**src/rtl/mem_port_arbiter.sv**
```systemverilog
// Arbitrates instruction-fetch, data-read and data-write requests onto one memory port.
// Optional access timeout with sticky err is built when MEM_TIMEOUT_EN is defined.
module mem_port_arbiter #(
  parameter int unsigned TIMEOUT_CYCLES = 16
) (
  input  logic        clk,
  input  logic        reset,
  input  logic        fetch_req,
  input  logic        rd_req,
  input  logic        wr_req,
  input  logic [31:0] pc_addr,
  input  logic [31:0] mar_addr,
  input  logic [31:0] mdr_wdata,
  output logic [31:0] mem_addr,
  output logic [31:0] mem_wdata,
  output logic        mem_rd,
  output logic        mem_wr,
  output logic        mem_byte,
  input  logic        mem_ack,
  input  logic [31:0] mem_rdata,
  output logic [7:0]  mbr_data,
  output logic        mbr_load,
  output logic [31:0] mdr_data,
  output logic        mdr_load,
  output logic        busy,
  output logic        err
);

  typedef enum logic [1:0] {
    IDLE    = 2'd0,
    DATA_RD = 2'd1,
    DATA_WR = 2'd2,
    FETCH   = 2'd3
  } state_t;

  state_t      state;
  state_t      next_state;
  logic        pend_wr, pend_rd, pend_fetch;
  logic        nx_wr, nx_rd, nx_fetch;
  logic        acc_wr, acc_rd, acc_fetch;
  logic [31:0] wr_addr, wr_data, rd_addr, fetch_addr;
  logic [31:0] sel_addr, sel_wdata;
  logic        timeout_hit;
  logic        done;
  logic        go;

  // A read arriving together with a write is dropped; a type already pending is ignored.
  assign acc_wr    = wr_req & ~pend_wr;
  assign acc_rd    = rd_req & ~wr_req & ~pend_rd;
  assign acc_fetch = fetch_req & ~pend_fetch;

  assign done = (state != IDLE) && (mem_ack || timeout_hit);
  assign go   = (state == IDLE) || done;

  assign busy = (state != IDLE) | pend_wr | pend_rd | pend_fetch;

  // Pending view after this edge: finished access cleared, newly accepted requests added.
  assign nx_wr    = (pend_wr    & ~(done && state == DATA_WR)) | acc_wr;
  assign nx_rd    = (pend_rd    & ~(done && state == DATA_RD)) | acc_rd;
  assign nx_fetch = (pend_fetch & ~(done && state == FETCH))   | acc_fetch;

  // NOTE: every variable assigned in always_comb gets a default first so no latch is inferred.
  always_comb begin
    next_state = state;
    sel_addr   = mem_addr;
    sel_wdata  = mem_wdata;
    if (go) begin
      if (nx_wr) begin
        next_state = DATA_WR;
        sel_addr   = acc_wr ? mar_addr  : wr_addr;
        sel_wdata  = acc_wr ? mdr_wdata : wr_data;
      end else if (nx_rd) begin
        next_state = DATA_RD;
        sel_addr   = acc_rd ? mar_addr : rd_addr;
      end else if (nx_fetch) begin
        next_state = FETCH;
        sel_addr   = acc_fetch ? pc_addr : fetch_addr;
      end else begin
        next_state = IDLE;
      end
    end
  end

  // NOTE: sequential state uses non-blocking assignments only, so every register samples pre-edge values.
  always_ff @(posedge clk) begin
    if (reset) begin
      state      <= IDLE;
      pend_wr    <= 1'b0;
      pend_rd    <= 1'b0;
      pend_fetch <= 1'b0;
      wr_addr    <= '0;
      wr_data    <= '0;
      rd_addr    <= '0;
      fetch_addr <= '0;
      mem_addr   <= '0;
      mem_wdata  <= '0;
      mem_rd     <= 1'b0;
      mem_wr     <= 1'b0;
      mem_byte   <= 1'b0;
      mbr_data   <= '0;
      mbr_load   <= 1'b0;
      mdr_data   <= '0;
      mdr_load   <= 1'b0;
    end else begin
      pend_wr    <= nx_wr;
      pend_rd    <= nx_rd;
      pend_fetch <= nx_fetch;
      if (acc_wr) begin
        wr_addr <= mar_addr;
        wr_data <= mdr_wdata;
      end
      if (acc_rd)    rd_addr    <= mar_addr;
      if (acc_fetch) fetch_addr <= pc_addr;

      mdr_load <= (state == DATA_RD) && mem_ack;
      mbr_load <= (state == FETCH) && mem_ack;
      if ((state == DATA_RD) && mem_ack) mdr_data <= mem_rdata;
      if ((state == FETCH) && mem_ack)   mbr_data <= mem_rdata[7:0];

      // Strobes and address only change on a state transition, so they stay stable until ack.
      if (go) begin
        state    <= next_state;
        mem_rd   <= (next_state == DATA_RD) || (next_state == FETCH);
        mem_wr   <= (next_state == DATA_WR);
        mem_byte <= (next_state == FETCH);
        if (next_state != IDLE)    mem_addr  <= sel_addr;
        if (next_state == DATA_WR) mem_wdata <= sel_wdata;
      end
    end
  end

`ifdef MEM_TIMEOUT_EN
  localparam int unsigned CW = $clog2(TIMEOUT_CYCLES + 1);
  logic [CW-1:0] wait_cnt;

  // Abort fires in the TIMEOUT_CYCLES-th strobe cycle unless ack arrives in that cycle.
  assign timeout_hit = (state != IDLE) && !mem_ack && (wait_cnt == CW'(TIMEOUT_CYCLES - 1));

  always_ff @(posedge clk) begin
    if (reset) begin
      wait_cnt <= '0;
      err      <= 1'b0;
    end else begin
      wait_cnt <= go ? '0 : wait_cnt + 1'b1;
      if (timeout_hit) err <= 1'b1;
    end
  end
`else
  assign timeout_hit = 1'b0;
  assign err         = 1'b0;
`endif

endmodule

```
**config.mk**
```make
export PLATFORM = sky130hd
export DESIGN_NAME = mem_port_arbiter
export DESIGN_NICKNAME = d
export VERILOG_FILES = /design/src/rtl/mem_port_arbiter.sv
export SDC_FILE = /design/constraint.sdc
export NUM_CORES = 1
export LEC_CHECK = 0
export CELL_PAD_IN_SITES_DETAIL_PLACEMENT = 0
export CELL_PAD_IN_SITES_GLOBAL_PLACEMENT = 1
export CORE_MARGIN = 2
export CORE_UTILIZATION = 36
export DETAILED_ROUTE_END_ITERATION = 16
export GPL_ROUTABILITY_DRIVEN = 0
export PLACE_DENSITY = 0.84
export SLEW_MARGIN = 20
export SYNTH_ARGS = -nofsm -noshare
export SYNTH_HDL_FRONTEND = slang
export SYNTH_SLANG_ARGS = --single-unit
```
**constraint.sdc**
```tcl
create_clock -name clk -period 2.83 [get_ports clk]
set_input_delay 0.849 -clock clk [delete_from_list [all_inputs] [get_ports clk]]
set_output_delay 0.849 -clock clk [all_outputs]
set_load 0.01 [all_outputs]
```
==> impl_metrics.csv <==
group,metric,value,unit
outcome,result_of_the_run,"finished, final reports clean",
synthesis,synth_warnings,0,
timing,min_cycle_time_layout,2710,ps
drt,vias_per_std_cell,4.82,
final_layout,antenna_cells_inserted,0,
critical_path,crit_arrival,1860,ps
clocking,clock_path_buffers,3,
timing,grt_setup_unrepaired,"no",
drt,detail_route.iter0.violations,431,
drt,detail-route-antenna-nets,0,
final_layout,final_nets,1393,
synthesis,yosysSeqAreaShare,52.0,%
timing,post-route-period-util,95.6,%
placed_design,io_buffers,243,
synthesis,syn_area_per_cell,9.01,sq um
timing,fin_tns_setup,0,ps
timing,worst_slew_pin_slew,561,ps
drt,drc_errors,0,
critical_path,worstPathCellList,"nor2_1, nand2_1, clkdlybuf4s50_1",
power_and_ir_drop,pwr_per_cell_area,673,nW/um^2
final_layout,drive_above_1_share,9.70,%
floorplan,ios,245,
synthesis,post_synthesis_register_bit_count,241,
timing,achievable-frequency,369,MHz
final_layout,layout.cells.non_filler,1608,
critical_path,crit_path_end,"busy",
critical_path,worst-path-stages,3,
critical_path,worst_path_dominant_cell_family,"buffers and inverters",
floorplan,die_area,27100,sq um
floorplan,core_area,25300,sq um
global_routing,grtUsageMet3,6.10,%
global_routing,grt_busiest_layer,"met2",
critical_path,timing_worst_setup_path_type,"reg2out",
placed_design,placedCellCount,1560,
drt,drt_pass1_iterations,4,
synthesis,syn_area,9280,sq um
floorplan,std_cell_rows,58,
clocking,post_cts.repair.setup_buffers,0,
critical_path,worst-path-buf-inv,1,
flow_run,max_cap_violation_count,0,
placed_design,dpl.hpwl,16.9,mm
timing,setup_viol_count_final,0,
global_routing,number_of_antenna_violations_at_the_first_check_in_global_routing,1,
clocking,clkTransAtPathRegs,60,ps
clocking,clockRootBuffer,"clkbuf_16",
global_routing,use_met2,30.5,%
timing,slew_headroom,62.6,%
floorplan,floorplan.initialDensity,36.7,%
power_and_ir_drop,p_leak,5.17,nW
global_routing,groute.usage.overall,18.2,%
critical_path,r2r.worst_path.cells,6,
synthesis,syn_inst,1029,
critical_path,critPathMaxStageDelay,580,ps
clocking,cts.repair.resized,0,
critical_path,worst_setup_path_start_kind,"flip-flop",
min_path,timing.hold.worst.class,"reg2reg",
clocking,tritoncts_sink_count,241,
critical_path,worst_setup_sp,"state[0]",
global_routing,wire_length_of_the_first_global_routing_pass,39.4,mm
timing,clock_skew,11.9,ps
clocking,tritoncts,"done",
global_routing,grt_use_met1,22.4,%
global_routing,overflow,0,
floorplan,die_w,165,um
floorplan,die_h,165,um
critical_path,regToRegEndpoint,"mem_addr[20]",
final_layout,area.growth.synth_to_final,41.9,%
clocking,cts_htree_levels,1,
drt,wire_per_inst,15.9,um
critical_path,end_kind,"primary output",
drt,wirelength,25.5,mm
synthesis,synthDistinctLibCells,32,
placed_design,dp_worst_setup_slack,92.4,ps
synthesis,synth.net_count,1163,
critical_path,critical_path.slowest_cell,"clkdlybuf4s50_1",
timing,postLayoutSetupSlackWorst,123,ps
drt,routed_vias,7755,
global_routing,grt_max_degree,73,
global_routing,first_global_vias,7576,
power_and_ir_drop,power.ir.vdd_worst,0.447,mV
final_layout,layout.filler_cells,2370,
clocking,cts_buffers,27,
critical_path,worst_reg2reg_setup_slack,1000,ps
clocking,cts-hold-fix-buffers,0,
critical_path,worstPathMaxFanout,8,
timing,finalMaxSlewViolations,0,
clocking,clk_latency,530,ps
critical_path,r2r_start,"state[0]",
critical_path,required,1980,ps
timing,final_hold_viol_count,0,
## power breakdown
group	internal (mW)	leakage (nW)	total, mW	switching, mW
Combinational	0.812	2.75	1.59	0.777
Clock	2.14	0.441	3.50	1.36
Sequential	3.65	1.98	3.77	0.123
## layout by cell type (no fill, tap or decap)
| cell | n |
|---|---|
| clkdlybuf4s50_1 | 242 |
| dfxtp_1 | 241 |
| nor2_1 | 204 |
| nand2_1 | 178 |
| mux2i_1 | 99 |
| a21oi_1 | 73 |
| a211oi_1 | 35 |
| o22a_1 | 31 |
| a31oi_1 | 31 |
| a211oi_2 | 28 |
| buf_4 | 28 |
| clkbuf_16 | 27 |
| buf_12 | 14 |
| clkbuf_8 | 9 |
| clkbuf_1 | 6 |
| clkinv_2 | 4 |
| o21ai_0 | 3 |
| nor3_1 | 2 |
| and3_1 | 2 |
| bufinv_16 | 2 |
| nand4b_1 | 1 |
| o21ai_4 | 1 |
| nor2_4 | 1 |
| nor2b_4 | 1 |
| nand2b_2 | 1 |
| nor3b_4 | 1 |
| nand3b_4 | 1 |
| a21o_1 | 1 |
| a21oi_4 | 1 |
| nand3_2 | 1 |
| a2111oi_0 | 1 |
| a31oi_4 | 1 |
| nor2_2 | 1 |
| a32oi_1 | 1 |
| inv_1 | 1 |
| nand2_2 | 1 |
| nand3b_1 | 1 |
| conb_1 | 1 |
| clkinvlp_4 | 1 |
## area by class of cell
class / instances / area, sq um / share of cell area, %
clock buffers: 41 / 808 / 6.14
clock inverters: 7 / 87.6 / 0.665
inverters: 1 / 3.75 / 0.0285
multi-input cells: 703 / 4100 / 31.1
flip-flops and latches: 241 / 4820 / 36.7
well taps: 330 / 413 / 3.14
repair buffers: 285 / 2930 / 22.2
## synthesized netlist by cell type
master     instances  area share [%]
a21oi_2            1           0.094
and3_1             2            0.13
o22a_1            31             2.9
a31oi_1           31             2.1
a211oi_1          35             2.8
buf_4             11            0.89
buf_6              2            0.24
nand3_2            1            0.11
nor2_1           206             8.3
nand2b_1           1           0.067
dfxtp_1          241              52
clkbuf_1          50             2.0
o21ai_2            1           0.094
buf_1             10            0.40
inv_1              1           0.040
nand4b_1           1           0.094
nor3b_4            1            0.20
nand3b_4           1            0.22
a31oi_4            1            0.23
a211oi_2          28             3.8
buf_2             11            0.59
nand3b_1           1           0.081
nor2b_1            1           0.067
mux2i_1           99              11
o21ai_0            3            0.16
a32oi_1            1           0.094
nor3_1             2            0.11
conb_1             1           0.040
nand2_1          179             7.2
a2111oi_0          1           0.094
a21oi_1           73             3.9
a21o_1             1           0.081
## worst min path at each step
stage                            start            to  cells after the start
after global routing       rd_addr[29]   rd_addr[29]                      2
after CTS                  mbr_data[0]   mbr_data[0]                      2
after floorplan             rd_addr[0]    rd_addr[0]                      2
final                      mdr_data[9]   mdr_data[9]                      2
after global placement    mdr_data[29]  mdr_data[29]                      2
after detailed placement   mbr_data[0]   mbr_data[0]                      2
## layer usage
layer	routed length (um)	vias up	share of wire, %
met4	529	0	2.1
met5	0	-	0
met2	11900	197	47
met1	10900	3564	43
met3	2160	39	8.5
li1	-	3955	-
## flip-flops by register name, summed over array words and instances (netlist names)
signal / count
pend_fetch: 1
mem_wr: 1
wr_addr: 32
mem_wdata: 32
wr_data: 32
state: 2
rd_addr: 32
mdr_load: 1
mbr_load: 1
mem_byte: 1
pend_wr: 1
mdr_data: 32
mbr_data: 8
pend_rd: 1
fetch_addr: 32
mem_addr: 32
## worst register-to-register path, stage by stage (launching register included)
cell and delay [ps]:
dfxtp_1 530, nand4b_1 220, o21ai_4 160, a31oi_4 210
buf_12 280, nor2_1 120, a211oi_2 210
## logic make-up (layout without fill, tap and decap cells)
family                 after synthesis  after routing  synth area share, %
AOI/OAI and AO/OA                  207            207                 16.4
muxes                               99             99                 10.7
buffers and inverters               85            334                 4.19
DFF                                241            241                 52.0
and+or+nand+nor                    396            396                 16.7
other                                1              1               0.0404
## stage by stage
| stage | hold WS [ps] | total power, mW | cell area [sq um] | utilization (%) |
|---|---|---|---|---|
| floorplan | 437 | 4.67 | 9280 | - |
| global placement | 441 | 5.42 | 12300 | 48.6 |
| detailed placement | 446 | 5.44 | 12300 | 48.6 |
| CTS | 454 | 8.99 | 13200 | 52.1 |
| global route | 469 | 9.26 | 13200 | 52.1 |
| finish | 452 | 8.86 | 13200 | 52.1 |
Note: power is estimated with default switching activity, not from simulation.
